File: config.mk
export PLATFORM = sky130hd
export DESIGN_NAME = nlf_channel_scheduler
export DESIGN_NICKNAME = d
export VERILOG_FILES = /design/src/rtl/nlf_channel_scheduler.sv
export SDC_FILE = /design/constraint.sdc
export NUM_CORES = 1
export LEC_CHECK = 0
export BUFFER_PORTS_ARGS = -buffer_cell sky130_fd_sc_hd__buf_2
export CELL_PAD_IN_SITES_DETAIL_PLACEMENT = 0
export CELL_PAD_IN_SITES_GLOBAL_PLACEMENT = 2
export CORE_ASPECT_RATIO = 1.5
export CORE_MARGIN = 8
export CORE_UTILIZATION = 25
export CTS_CLUSTER_SIZE = 14
export DETAILED_ROUTE_END_ITERATION = 12
export HOLD_SLACK_MARGIN = 0.12
export PLACE_DENSITY_LB_ADDON = 0.1
export SYNTH_ARGS = -nofsm -noshare
export SYNTH_HDL_FRONTEND = slang
export SYNTH_SLANG_ARGS = --single-unit
File: constraint.sdc
create_clock -name clk -period 2.1 [get_ports clk]
set_input_delay 0.21 -clock clk [delete_from_list [all_inputs] [get_ports clk]]
set_output_delay 0.21 -clock clk [all_outputs]
set_load 0.02 [all_outputs]
File: src/rtl/nlf_channel_scheduler.sv
`default_nettype none
// ============================================================================
// Module      : nlf_channel_scheduler
// Description : Round-robin sharing of one pipelined nonlinear-function
//               evaluator between N_CH channels, with in-order tag return.
// Revision    : 1.0 - initial release
// ============================================================================
module nlf_channel_scheduler #(
    parameter int N_CH    = 4,
    parameter int IN_W    = 11,
    parameter int OUT_W   = 14,
    parameter int MAX_OUT = 4
) (
    input  logic                   clk,
    input  logic                   reset_n,
    input  logic [N_CH-1:0]        req_valid,
    input  logic [N_CH*IN_W-1:0]   req_data,
    output logic [N_CH-1:0]        req_ready,
    output logic                   fn_ce_in,
    output logic [IN_W-1:0]        fn_sig_in,
    input  logic                   fn_ce_out,
    input  logic [OUT_W-1:0]       fn_sig_out,
    output logic [N_CH-1:0]        resp_valid,
    output logic [N_CH*OUT_W-1:0]  resp_data,
    output logic                   busy,
    output logic                   err_orphan
);

    localparam int c_ptr_w = (N_CH > 1) ? $clog2(N_CH) : 1;
    localparam int c_cnt_w = $clog2(MAX_OUT + 1);
    localparam int c_q_w   = (MAX_OUT > 1) ? $clog2(MAX_OUT) : 1;
    localparam logic [c_cnt_w-1:0] c_max_cnt = c_cnt_w'(MAX_OUT);
    localparam logic [c_q_w-1:0]   c_q_last  = c_q_w'(MAX_OUT - 1);
    localparam logic [c_ptr_w-1:0] c_ch_last = c_ptr_w'(N_CH - 1);
    localparam logic [c_ptr_w:0]   c_n_ch    = (c_ptr_w + 1)'(N_CH);

    logic [c_ptr_w-1:0] r_ptr;
    logic [c_cnt_w-1:0] r_count;
    logic [c_ptr_w-1:0] r_tag [MAX_OUT];
    logic [c_q_w-1:0]   r_wr;
    logic [c_q_w-1:0]   r_rd;
    logic               r_fn_ce_in;
    logic [IN_W-1:0]    r_fn_sig_in;
    logic [N_CH-1:0]    r_resp_valid;
    logic [OUT_W-1:0]   r_resp_data [N_CH];
    logic               r_busy;
    logic               r_err;

    logic               w_found;
    logic [c_ptr_w-1:0] w_sel;
    logic [c_ptr_w:0]   w_sum;
    logic               w_pop;
    logic               w_room;
    logic               w_push;
    logic [N_CH-1:0]    w_grant;
    logic [c_cnt_w-1:0] w_count_nxt;
    logic [c_ptr_w-1:0] w_tag_out;

    // Search from the RR pointer, wrapping modulo N_CH; first valid wins.
    always_comb begin
        w_found = 1'b0;
        w_sel   = '0;
        w_sum   = '0;
        for (int i = 0; i < N_CH; i++) begin
            w_sum = {1'b0, r_ptr} + (c_ptr_w + 1)'(i);
            if (w_sum >= c_n_ch) begin
                w_sum = w_sum - c_n_ch;
            end
            if (!w_found && req_valid[w_sum[c_ptr_w-1:0]]) begin
                w_found = 1'b1;
                w_sel   = w_sum[c_ptr_w-1:0];
            end
        end
    end

    // A full queue may still accept a push when a result pops the same cycle.
    assign w_pop     = fn_ce_out && (r_count != '0);
    assign w_room    = (r_count != c_max_cnt) || fn_ce_out;
    assign w_push    = w_found && w_room;
    assign w_tag_out = r_tag[r_rd];

    always_comb begin
        w_grant = '0;
        if (w_push) begin
            w_grant[w_sel] = 1'b1;
        end
    end

    always_comb begin
        w_count_nxt = r_count;
        if (w_push && !w_pop) begin
            w_count_nxt = r_count + 1'b1;
        end else if (w_pop && !w_push) begin
            w_count_nxt = r_count - 1'b1;
        end
    end

    always_ff @(posedge clk or negedge reset_n) begin
        if (!reset_n) begin
            r_ptr        <= '0;
            r_count      <= '0;
            r_wr         <= '0;
            r_rd         <= '0;
            r_fn_ce_in   <= 1'b0;
            r_fn_sig_in  <= '0;
            r_resp_valid <= '0;
            r_busy       <= 1'b0;
            r_err        <= 1'b0;
            for (int q = 0; q < MAX_OUT; q++) begin
                r_tag[q] <= '0;
            end
            for (int k = 0; k < N_CH; k++) begin
                r_resp_data[k] <= '0;
            end
        end else begin
            r_fn_ce_in <= w_push;
            if (w_push) begin
                r_fn_sig_in <= req_data[w_sel*IN_W +: IN_W];
                r_ptr       <= (w_sel == c_ch_last) ? '0 : w_sel + 1'b1;
                r_tag[r_wr] <= w_sel;
                r_wr        <= (r_wr == c_q_last) ? '0 : r_wr + 1'b1;
            end
            if (w_pop) begin
                r_rd <= (r_rd == c_q_last) ? '0 : r_rd + 1'b1;
            end
            r_count <= w_count_nxt;
            r_busy  <= (w_count_nxt != '0);
            if (fn_ce_out && (r_count == '0)) begin
                r_err <= 1'b1;
            end
            r_resp_valid <= '0;
            for (int k = 0; k < N_CH; k++) begin
                if (w_pop && (w_tag_out == c_ptr_w'(k))) begin
                    r_resp_valid[k] <= 1'b1;
                    r_resp_data[k]  <= fn_sig_out;
                end
            end
        end
    end

    // Grant is combinational, so it is masked directly while reset is held.
    assign req_ready  = w_grant & {N_CH{reset_n}};
    assign fn_ce_in   = r_fn_ce_in;
    assign fn_sig_in  = r_fn_sig_in;
    assign resp_valid = r_resp_valid;
    assign busy       = r_busy;
    assign err_orphan = r_err;

    generate
        for (genvar g = 0; g < N_CH; g++) begin : g_resp
            assign resp_data[g*OUT_W +: OUT_W] = r_resp_data[g];
        end
    endgenerate

endmodule
`default_nettype wire

==> key figures <==
Route
  • Overall routed net length: approximately 11,000 um
  • Initial DRT Pass Iterations: 4
  • DR top layer: met4
  • Met3 Routed Length: about 940 um
  • Final antenna-violating net count: 0
  • Via density per instance: around 4.4
  • DR vias: about 3,000
  • M1 wire length: ~4500 um
  • Drt initial violations: between 100 and 150
  • Wire per inst: around 17 um
  • Drt drc: 0
  • Met2 Routed Length: ~5600 um

Cells and area
  • Multi-input logic area: 1830 um2
  • Register area: about 2300 um2
  • Antenna cells: 0
  • Most frequent cells in the layout: buf_2 (137), dfrtp_1 (89), mux2_2 (58), mux2i_1 (23), nand2_1 (21)
  • Final #Nets: ~540
  • Layout area overhead: 38.1%
  • # fillers: between 1,500 and 2,000
  • Most common cell after layout, fill and taps aside: buf_2
  • Layout cells sized above 1: a little under three fifths

Clock network
  • H-tree Lvls: 3
  • CTS tree: yes
  • Clk sinks: 91
  • Clock transition at the registers of the reported paths: roughly 0.07 ns
  • Total CTS buffers: 9
  • CTS Buffer Depth: 2
  • Root Buffer: clkbuf_16
  • Clk Latency, worst-skew pair: 0.33 ns

STA
  • Fin crit period: between 2 and 2.5 ns
  • Fin. max-slew vios: 0
  • Clock skew: 0.00862 ns
  • Final Hold Viols: 0
  • # setup viols final: 4
  • Max-slew headroom: between 60 and 70%
  • Hold slack: approximately 0.14 ns
  • Fmax: about 470 MHz
  • RSZ-0062 raised after global routing: true
  • Fin worst setup slack: -0.0486 ns
  • Slew @ Worst Pin: between 0.5 and 0.6 ns
  • Final Cycle Share: 102%

GRT
  • Antenna violations before repair: 0
  • GRT Total Usage: 11.1%
  • Largest net degree at the start of global routing: 79
  • Vias in the first global route: approximately 3,300
  • Global-route wire length before repair: 18,400 um
  • Overflow after GRT: 0

Setup path
  • CP cell instances: mux2i_4 > a221oi_4 > inv_2 > ha_4 > and3_4 > buf_6
  • CP startpoint: r_ptr[1]
  • CP endpoint: req_ready[2]
  • CP Capture Type: output pin
  • Worst r2r dst: busy
  • Register-to-register setup slack: between 0.1 and 0.15 ns
  • Critical path launch point type: flop
  • CP peak stage delay: 0.48 ns
  • Worst r2r path cells: 8
  • Crit-path slowest cell: dfrtp_2
  • CP max FO: 7
  • WP data arrival: 1.94 ns
  • CP Depth: 6
  • Cell family with most CP delay: flip-flops
  • Setup CP Type: reg -> out
  • Worst endpoint required time: 1.89 ns
  • Crit path buf inv count: 2
  • FF-to-FF Start: r_count[1]

Placement
  • Port buffer count: roughly 140
  • Worst slack at placement: roughly 0.061 ns
  • DPL Wire Length: approximately 8500 um
  • Final GP Congestion: 0.719

Yosys
  • Post-Syn Area: ~4100 um2
  • Synth Register Bits: 91
  • Mapped Cells: about 310
  • FFs w/ async S/R, synth: 100%
  • EDFF count, synth: 0
  • Syn_nets: 384
  • Syn avg cell area: roughly 13 um2
  • Unique masters post-synth: 41
  • Post-synthesis sequential area ratio: a little under three fifths
  • Predominant post-synthesis flop cell: dfrtp_1
  • Yosys warning total: 0

Status
  • Failing checks: setup timing
  • Status: finished with violations

Pwr
  • PD cells: ~1700 nW/um2
  • Max IR drop VDD: between 0.5 and 0.6 mV
  • Leak Pwr: 2.68 nW

Die
  • FP Rows: 57
  • Die Y: 173 um
  • CORE AREA: approximately 16,000 um2
  • Die Footprint: ~21,000 um2
  • Die width: about 120 um
  • Initial core utilization: ~25%
  • Top Ports: 143

Hold path
  • Hold Crit Start: fn_sig_out[6]
  • Hold Path Class: in -> reg

Flow run
  • Maxcap violations: 0
[cells by family after synthesis]
logic type,count (synthesis),share of synthesized area (%)
simple gates,46,6.19
flops,91,55.5
mux,85,23.1
buf+inv,23,2.86
compound gates,49,8.50
fa+ha+maj,12,3.66
xor+xnor,1,0.213
[worst min-delay path by stage]
stage	to	cells after the start
floorplan	busy	0
global placement	r_ptr[1]	1
detailed placement	r_ptr[1]	1
CTS	resp_data[6]	2
global route	resp_data[6]	2
finish	resp_data[6]	2
[cell type report]
type	count	share of cell area, %
repair buffers	161	16.6
clock inverters	6	1.72
clock buffers	9	3.97
flip-flops and latches	91	40.2
inverters	11	0.772
multi-input cells	193	32.2
well taps	206	4.54
[per-stage QoR]
step / std cells / power, mW / cell area, um2 / util (%) / setup TNS [ns]
after CTS: 676 / 9.70 / 5570 / 34.5 / -0.148
after floorplan: 307 / 6.12 / 4110 / - / 0
after global routing: 677 / 10.3 / 5670 / 35.2 / -0.492
after detailed placement: 655 / 7.74 / 5140 / 31.9 / 0
after global placement: 655 / 7.70 / 5140 / 31.9 / 0
final: 677 / 9.60 / 5670 / 35.2 / -0.157
[synthesized netlist by cell type, types with 4 or more instances]
cell       number  share of area, %
dfrtp_1        91                55
mux2_2         58                16
mux2i_1        24               5.9
nand2_1        22               2.0
a21oi_1        14               1.7
ha_1           12               3.7
o21ai_0        11               1.3
o2bb2ai_1      11               2.3
inv_1           9              0.82
and3_1          5              0.76
buf_2           4              0.49
[flip-flops by register name (all words and copies together) (netlist names)]
name and cells:
resp_data 56, fn_sig_in 11, r_tag 8, resp_valid 4
r_count 3, r_ptr 2, r_rd 2, r_wr 2
busy 1, err_orphan 1, fn_ce_in 1
[power by group]
part,total [mW],switching (mW),internal [mW]
sequential,3.14,0.489,2.65
combinational,4.69,2.58,2.11
clock,1.77,0.709,1.06
total,9.60,3.78,5.82
[repair_timing]
action / 4_1_cts / 5_1_grt
buffers inserted: 5 / 1
pin swaps: 3 / 6
hold buffers: 1 / 0
setup endpoints to repair: 4 / 47
gates resized for setup: 16 / 19
endpoints found under the hold margin: 13 / 0
[worst register-to-register path: cells and delay by family, from the launching register on]
family | cells | cell delay [ns]
AO/OA/AOI/OAI | 2 | 0.33
XOR/XNOR | 1 | 0.14
adder cells (fa/ha/maj) | 1 | 0.21
buffers and inverters | 2 | 0.30
flip-flops | 1 | 0.41
AND/OR/NAND/NOR | 2 | 0.47
[per-layer routing]
metal / global-route usage [%] / vias up
met2: 18.9 / 116
li1: - / 1425
met5: 0 / -
met3: 3.98 / 7
met1: 12.5 / 1447
met4: 3.29 / 0
No activity file was read; power rests on OpenSTA's default activity.
